[config.mk]
export PLATFORM = sky130hd
export DESIGN_NAME = alu_result_collector_flat
export DESIGN_NICKNAME = d
export VERILOG_FILES = /design/src/rtl/alu_mon_pkg.sv /design/src/rtl/alu_result_collector_if.sv /design/src/rtl/alu_rec_fifo.sv /design/src/rtl/alu_result_collector.sv /design/src/flat_wrapper.sv
export SDC_FILE = /design/constraint.sdc
export NUM_CORES = 1
export LEC_CHECK = 0
export BUFFER_PORTS_ARGS = -buffer_cell sky130_fd_sc_hd__buf_2
export CORE_ASPECT_RATIO = 0.5
export CORE_MARGIN = 1.5
export CORE_UTILIZATION = 50
export CTS_CLUSTER_DIAMETER = 50
export DETAILED_ROUTE_END_ITERATION = 16
export HOLD_SLACK_MARGIN = 0.15
export PLACE_DENSITY_LB_ADDON = 0.12
export SYNTH_ARGS = -nofsm -noshare
export SYNTH_HDL_FRONTEND = slang
export SYNTH_SLANG_ARGS = --single-unit
[constraint.sdc]
create_clock -name clk -period 2.3 [get_ports clk]
set_clock_uncertainty 0.1 [all_clocks]
set_input_delay 0.46 -clock clk [delete_from_list [all_inputs] [get_ports clk]]
set_output_delay 0.46 -clock clk [all_outputs]
set_load 0.1 [all_outputs]
[src/rtl/alu_mon_pkg.sv]
// Shared definitions for the ALU result monitor: record layout, op codes, helpers.
// Latency: n/a (package only).
// Backpressure: n/a (package only).
package alu_mon_pkg;

  // Record layout: {op[1:0], overflow, zero, carry, result[3:0]}
  localparam int REC_W   = 9;
  localparam int RES_LSB = 0;
  localparam int CARRY   = 4;
  localparam int ZERO    = 5;
  localparam int OVF     = 6;
  localparam int OP_LSB  = 7;

  // Op encoding as issued by the 4-bit ALU
  typedef enum logic [1:0] {
    OP_ADD = 2'b00,
    OP_SUB = 2'b01,
    OP_AND = 2'b10,
    OP_OR  = 2'b11
  } op_e;

  // Increment that sticks at max_val; callers truncate back to their own width
  function automatic logic [31:0] sat_inc(input logic [31:0] val, input logic [31:0] max_val);
    return (val >= max_val) ? val : val + 32'd1;
  endfunction

endpackage

[src/rtl/alu_result_collector_if.sv]
// ALU sample input bundle plus the record stream towards the trace/compare logic.
// Latency: n/a (wiring only).
// Backpressure: out_valid/out_ready handshake on the record side; input side has none.
interface alu_result_collector_if;
  import alu_mon_pkg::*;

  logic             in_valid;
  logic [1:0]       in_op;
  logic [3:0]       in_result;
  logic             in_carry;
  logic             in_zero;
  logic             in_overflow;
  logic             out_valid;
  logic             out_ready;
  logic [REC_W-1:0] out_data;

  // Producer of samples and consumer of records
  modport master (
    output in_valid, in_op, in_result, in_carry, in_zero, in_overflow, out_ready,
    input  out_valid, out_data
  );

  // The collector itself
  modport slave (
    input  in_valid, in_op, in_result, in_carry, in_zero, in_overflow, out_ready,
    output out_valid, out_data
  );

endinterface

[src/rtl/alu_rec_fifo.sv]
// DEPTH x REC_W first-word-fall-through FIFO for ALU records.
// Latency: a record pushed at edge N is visible on rd_dat from cycle N+1.
// Backpressure: push ignored when full unless popping; pop ignored when empty; clear wins.
module alu_rec_fifo
  import alu_mon_pkg::*;
#(
  parameter int  DEPTH = 8,
  localparam int PTR_W = $clog2(DEPTH),
  localparam int LVL_W = PTR_W + 1
) (
  input  logic             clk,
  input  logic             rst_n,
  input  logic             clear,
  input  logic             push,
  input  logic [REC_W-1:0] wr_dat,
  input  logic             pop,
  output logic [REC_W-1:0] rd_dat,
  output logic [LVL_W-1:0] level,
  output logic             full,
  output logic             empty
);

  logic [PTR_W-1:0] wr_ptr_q, wr_ptr_d;
  logic [PTR_W-1:0] rd_ptr_q, rd_ptr_d;
  logic [LVL_W-1:0] level_q, level_d;
  logic [REC_W-1:0] mem_q [DEPTH];
  logic             pop_ok;
  logic             push_ok;

  assign empty   = (level_q == '0);
  assign full    = (level_q == LVL_W'(DEPTH));
  assign pop_ok  = pop & ~empty;
  assign push_ok = push & (~full | pop_ok);

  // Pointer and occupancy next state; pointers wrap naturally as DEPTH is a power of two
  always_comb begin
    wr_ptr_d = wr_ptr_q;
    rd_ptr_d = rd_ptr_q;
    level_d  = level_q;
    if (clear) begin
      wr_ptr_d = '0;
      rd_ptr_d = '0;
      level_d  = '0;
    end else begin
      if (push_ok) wr_ptr_d = wr_ptr_q + PTR_W'(1);
      if (pop_ok)  rd_ptr_d = rd_ptr_q + PTR_W'(1);
      case ({push_ok, pop_ok})
        2'b10:   level_d = level_q + LVL_W'(1);
        2'b01:   level_d = level_q - LVL_W'(1);
        default: level_d = level_q;
      endcase
    end
  end

  // Pointer and occupancy registers
  always_ff @(posedge clk or negedge rst_n) begin
    if (!rst_n) begin
      wr_ptr_q <= '0;
      rd_ptr_q <= '0;
      level_q  <= '0;
    end else begin
      wr_ptr_q <= wr_ptr_d;
      rd_ptr_q <= rd_ptr_d;
      level_q  <= level_d;
    end
  end

  // Storage array; contents need no reset because the read side is masked when empty
  always_ff @(posedge clk) begin
    if (push_ok && !clear) mem_q[wr_ptr_q] <= wr_dat;
  end

  assign rd_dat = empty ? '0 : mem_q[rd_ptr_q];
  assign level  = level_q;

endmodule

[src/rtl/alu_result_collector.sv]
// Packs valid ALU samples into records, buffers them FWFT, counts drops, checks zero flag.
// Latency: sample accepted at edge N is on out_data/out_valid from cycle N+1; no comb input->output path.
// Backpressure: out_valid/out_ready; a sample arriving while full with no pop is dropped and counted.
// Optional FLAG_STATS_EN adds saturating 16-bit carry/zero/overflow counters of accepted samples.
module alu_result_collector
  import alu_mon_pkg::*;
#(
  parameter int  DEPTH  = 8,
  parameter int  DROP_W = 8,
  localparam int LVL_W  = $clog2(DEPTH) + 1
) (
  input  logic                 clk,
  input  logic                 rst_n,
  input  logic                 clear,
  alu_result_collector_if.slave alu,
  output logic [LVL_W-1:0]     level,
  output logic [DROP_W-1:0]    drop_cnt,
  output logic                 dropped,
  output logic                 flag_err
`ifdef FLAG_STATS_EN
  ,
  output logic [15:0]          carry_cnt,
  output logic [15:0]          zero_cnt,
  output logic [15:0]          ovf_cnt
`endif
);

  logic             pop;
  logic             push;
  logic             drop;
  logic             full;
  logic             empty;
  logic             zero_mismatch;
  logic [REC_W-1:0] rec;
  logic [REC_W-1:0] head;

  logic [DROP_W-1:0] drop_cnt_q, drop_cnt_d;
  logic              dropped_q, dropped_d;
  logic              flag_err_q, flag_err_d;

  assign pop  = alu.out_valid & alu.out_ready;
  // A pop in the same cycle frees the slot for the incoming sample
  assign push = alu.in_valid & (~full | pop) & ~clear;
  assign drop = alu.in_valid & full & ~pop & ~clear;
  assign zero_mismatch = alu.in_zero != (alu.in_result == 4'h0);

  // Assemble the record from the raw sample fields
  always_comb begin
    rec                  = '0;
    rec[RES_LSB +: 4]    = alu.in_result;
    rec[CARRY]           = alu.in_carry;
    rec[ZERO]            = alu.in_zero;
    rec[OVF]             = alu.in_overflow;
    rec[OP_LSB +: 2]     = alu.in_op;
  end

  alu_rec_fifo #(.DEPTH(DEPTH)) u_fifo (
    .clk    (clk),
    .rst_n  (rst_n),
    .clear  (clear),
    .push   (push),
    .wr_dat (rec),
    .pop    (pop),
    .rd_dat (head),
    .level  (level),
    .full   (full),
    .empty  (empty)
  );

  assign alu.out_valid = ~empty;
  assign alu.out_data  = head;

  // Drop accounting and sticky zero-flag check; dropped samples are never flag-checked
  always_comb begin
    drop_cnt_d = drop_cnt_q;
    dropped_d  = dropped_q;
    flag_err_d = flag_err_q;
    if (clear) begin
      drop_cnt_d = '0;
      dropped_d  = 1'b0;
      flag_err_d = 1'b0;
    end else begin
      if (drop) begin
        drop_cnt_d = DROP_W'(sat_inc(32'(drop_cnt_q), 32'({DROP_W{1'b1}})));
        dropped_d  = 1'b1;
      end
      if (push && zero_mismatch) flag_err_d = 1'b1;
    end
  end

  // Status registers
  always_ff @(posedge clk or negedge rst_n) begin
    if (!rst_n) begin
      drop_cnt_q <= '0;
      dropped_q  <= 1'b0;
      flag_err_q <= 1'b0;
    end else begin
      drop_cnt_q <= drop_cnt_d;
      dropped_q  <= dropped_d;
      flag_err_q <= flag_err_d;
    end
  end

  assign drop_cnt = drop_cnt_q;
  assign dropped  = dropped_q;
  assign flag_err = flag_err_q;

`ifdef FLAG_STATS_EN
  logic [15:0] carry_cnt_q, carry_cnt_d;
  logic [15:0] zero_cnt_q,  zero_cnt_d;
  logic [15:0] ovf_cnt_q,   ovf_cnt_d;

  // Flag population counts over accepted samples only
  always_comb begin
    carry_cnt_d = carry_cnt_q;
    zero_cnt_d  = zero_cnt_q;
    ovf_cnt_d   = ovf_cnt_q;
    if (clear) begin
      carry_cnt_d = '0;
      zero_cnt_d  = '0;
      ovf_cnt_d   = '0;
    end else if (push) begin
      if (alu.in_carry)    carry_cnt_d = 16'(sat_inc(32'(carry_cnt_q), 32'hFFFF));
      if (alu.in_zero)     zero_cnt_d  = 16'(sat_inc(32'(zero_cnt_q),  32'hFFFF));
      if (alu.in_overflow) ovf_cnt_d   = 16'(sat_inc(32'(ovf_cnt_q),   32'hFFFF));
    end
  end

  // Flag counter registers
  always_ff @(posedge clk or negedge rst_n) begin
    if (!rst_n) begin
      carry_cnt_q <= '0;
      zero_cnt_q  <= '0;
      ovf_cnt_q   <= '0;
    end else begin
      carry_cnt_q <= carry_cnt_d;
      zero_cnt_q  <= zero_cnt_d;
      ovf_cnt_q   <= ovf_cnt_d;
    end
  end

  assign carry_cnt = carry_cnt_q;
  assign zero_cnt  = zero_cnt_q;
  assign ovf_cnt   = ovf_cnt_q;
`endif

endmodule

[src/flat_wrapper.sv]
// flat-port wrapper written by rule: the top's interface ports become plain ports
module alu_result_collector_flat import alu_mon_pkg::*;
#(
  parameter int  DEPTH  = 8,
  parameter int  DROP_W = 8,
  localparam int LVL_W  = $clog2(DEPTH) + 1
)
  (clk, rst_n, clear, level, drop_cnt, dropped, flag_err, alu_in_valid, alu_in_op, alu_in_result, alu_in_carry, alu_in_zero, alu_in_overflow, alu_out_ready, alu_out_valid, alu_out_data);
  alu_result_collector_if alu_i ();
  input  logic clk;
  input  logic rst_n;
  input  logic clear;
  output logic [LVL_W-1:0] level;
  output logic [DROP_W-1:0] drop_cnt;
  output logic dropped;
  output logic flag_err;
  input wire logic [$bits(alu_i.in_valid)-1:0] alu_in_valid;
  input wire logic [$bits(alu_i.in_op)-1:0] alu_in_op;
  input wire logic [$bits(alu_i.in_result)-1:0] alu_in_result;
  input wire logic [$bits(alu_i.in_carry)-1:0] alu_in_carry;
  input wire logic [$bits(alu_i.in_zero)-1:0] alu_in_zero;
  input wire logic [$bits(alu_i.in_overflow)-1:0] alu_in_overflow;
  input wire logic [$bits(alu_i.out_ready)-1:0] alu_out_ready;
  output wire logic [$bits(alu_i.out_valid)-1:0] alu_out_valid;
  output wire logic [$bits(alu_i.out_data)-1:0] alu_out_data;
  assign alu_i.in_valid = alu_in_valid;
  assign alu_i.in_op = alu_in_op;
  assign alu_i.in_result = alu_in_result;
  assign alu_i.in_carry = alu_in_carry;
  assign alu_i.in_zero = alu_in_zero;
  assign alu_i.in_overflow = alu_in_overflow;
  assign alu_i.out_ready = alu_out_ready;
  assign alu_out_valid = alu_i.out_valid;
  assign alu_out_data = alu_i.out_data;
  alu_result_collector #(.DEPTH(DEPTH), .DROP_W(DROP_W)) u_core (.clk(clk), .rst_n(rst_n), .clear(clear), .alu(alu_i), .level(level), .drop_cnt(drop_cnt), .dropped(dropped), .flag_err(flag_err));
endmodule
==> results.cfg <==
[synthesis]
yosysWarnings = 0
ys_top_cells_by_area = edfxtp_1 (53%), dfrtp_1 (12%), mux4_2 (10%)
synth_top_family_by_area = multiplexers
ys.flop_type = edfxtp_1
synth_seq_cells = 92
synth_edf_count = 72
synth_top_area_share_pct = 53.1
synth_fa_ha_area_share_pct = 1.54
synth-xor-area-share_pct = 1.51
netlist_instances = 274
yosys.area_share.simple_pct = 10.6
synth_area_um2 = 4070
synth_area_per_cell_um2 = 14.9
synth-compound-area-share_pct = 5.60
yosys.area.top_type = edfxtp_1
synthMuxAreaShare_pct = 13.2
yosysUniqueCellTypes = 43
yosysSeqAreaShare_pct = 65.4
async_flop_share_pct = 21.7
syn_nets = 293

[cts]
cts_buffers = 9
clockRootBuffer = clkbuf_16
insertion_delay_ns = 0.34
clockBufferDepth = 2
clk_pin_slew_ns = 0.06
cts_htree_levels = 3
tritoncts = yes
cts.sinks = 92

[global_routing]
grt_max_degree = 21
antenna_found_initial = 0
grt_pass1_wl_mm = 13.7
track_usage_pct = 22.5
grt_pass1_vias = 2582
met2_usage_pct = 35.9
gr-total-overflow = 0
globalRouteMet3Util_pct = 6.02
use_met1_pct = 29.8
grt.busiest_layer = met2

[run]
drv_cap = 0

[drt]
wl_per_cell_um = 19.4
wl_mm = 8.85
via_count = 2601
drt_pass1_iterations = 4
vias_per_cell = 5.69
postRouteAntennaNets = 0
initialDrtViolationCount = 130
drc = 0

[timing]
setup_violations = 10
fmax_ghz = 0.392
final.setup.tns_ns = -2.11
tightest_slew_ns = 0.804
hold_viol = 0
timing.final.crit_share_pct = 111
drv_slew = 0
relSlewSlack_pct = 46.2
worst_hold_slack_ns = 0.297
rsz0062_at_grt = true
postLayoutSetupSlackWorst_ns = -0.250
timing.final.crit_period_ns = 2.55

[floorplanning]
std_cell_rows = 23
dieArea_um2 = 8720
initial_utilization_pct = 51.2
ios = 38
die_w_um = 131
coreArea_um2 = 7940
die_y_um = 66.8

[finish]
postLayoutCoreUtil_pct = 68.5
final_common_cell = edfxtp_1
fin_nets = 361
antenna_cells = 0
fin_area_um2 = 5440
area_growth_pct = 33.7
drive_gt1_share_pct = 44.9
layout_common_cells = edfxtp_1 (72), buf_4 (28), buf_2 (27)

[power_and_ir_drop]
leakagePower_nw = 1.91
max-vdd-ir-drop_mv = 0.733
powerDensity_nw_per_um2 = 1290

[place]
hpwl_mm = 5.49
routabilityCongestion = 0.827
portBuffers = 37
pre_cts_slack_ns = -0.175
placed_area_um2 = 4750

[hold_path]
hold_depth = 1
hp-class = input pin to flop
min-delay-start = alu_in_op[1]

[status]
status = complete, but fails checks
violations = setup timing

[worst_setup_path]
cp-start-kind = flop
timing.rr.start = u_core.u_fifo.level[3]$_DFFE_PN0P_
reg2regPathDepth = 10
path_max_fanout = 8
critical_path_arrival_ns = 1.99
worstSetupPathType = flop to primary output
critical_path.startpoint = u_core.u_fifo.rd_ptr_q[0]$_DFFE_PN0P_
cp.required_ns = 1.74
endpoint_kind = primary output
-- flip-flops by register name, summed over array words and instances, names as in the netlist --
| name | count |
|---|---|
| u_core.u_fifo.rd_ptr_q | 3 |
| u_core.u_fifo.mem_q | 72 |
| u_core.u_fifo.wr_ptr_q | 3 |
| u_core.u_fifo.level | 4 |
| u_core.flag_err | 1 |
| u_core.dropped | 1 |
| u_core.drop_cnt | 8 |
-- routing by layer --
metal	share of wire, %	routed length, um	up-vias
met5	0	0	-
met4	1.7	148	0
met3	4.1	360	15
met2	49	4330	63
met1	45	4010	1322
li1	-	-	1201
-- path summary, 6_finish.rpt --
kind / end / slack [ns]
max: alu_out_data[3] / -0.25
min: u_core.u_fifo.mem_q[7][8]$_DFFE_PP_ / 0.30
max reg2reg: u_core.u_fifo.level[2]$_DFFE_PN0P_ / -0.15
max in group asynchronous: u_core.u_fifo.level[1]$_DFFE_PN0P_ / 1.22
min in group asynchronous: u_core.u_fifo.level[0]$_DFFE_PN0P_ / 0.50
min reg2reg: u_core.flag_err$_DFFE_PN0P_ / 0.40
-- metrics by stage --
step | power [mW] | std cells
after CTS | 6.96 | 455
after detailed placement | 4.91 | 434
after global placement | 4.87 | 434
after global routing | 7.29 | 457
after floorplan | 4.34 | 274
final | 7.03 | 457
-- power by group --
part | leakage, nW | internal, mW | switching (mW)
Clock | 0.136 | 0.832 | 0.583
Sequential | 0.912 | 1.90 | 0.0815
Combinational | 0.858 | 1.46 | 2.18
-- critical path, cell delays in order (launching register included) --
cell     delay, ns
dfrtp_2       0.42
buf_12        0.16
mux4_2        0.52
mux2i_1       0.19
buf_4         0.15
nor2_4        0.03
buf_12        0.17
-- layout make-up --
class	instances	area (um^2)
Sequential cell	92	2680
Fill cell	564	2500
Clock inverter	4	51.3
Tap cell	112	140
Timing Repair Buffer	72	682
Multi-Input combinational cell	162	1630
Clock buffer	10	229
Inverter	5	32.5
-- Yosys cell counts, types with 3 or more instances --
library cell and count:
nand3_1 8, nor2b_1 4, inv_1 5, xor2_1 6, or4_1 5, nor4_1 3, or3_1 3, clkbuf_1 8
nor2_1 29, mux2i_1 12, buf_1 4, o31ai_1 4, mux4_2 18, o211ai_1 3, and3_1 3, dfrtp_1 20
ha_1 5, edfxtp_1 72, a21oi_1 11, nand2b_1 3, nand3b_1 3, nand2_1 11, o21ai_0 4, nor3_1 6
-- kinds of logic (layout without fill, tap and decap cells) --
logic type,after synthesis,after routing
AND/OR/NAND/NOR,84,84
multiplexers,31,31
adder cells (fa/ha/maj),5,5
XOR/XNOR,7,7
AO/OA/AOI/OAI,35,35
buffers and inverters,20,91
flip-flops,92,92
-- repair_timing --
action,in CTS,in global routing
hold endpoints to repair,20,0
gates resized for setup,49,18
hold buffers,1,0
setup buffers,4,2
endpoints found under the setup margin,31,36
pin swaps,7,12
cloned,2,0
No activity file was read; power rests on OpenSTA's default activity.
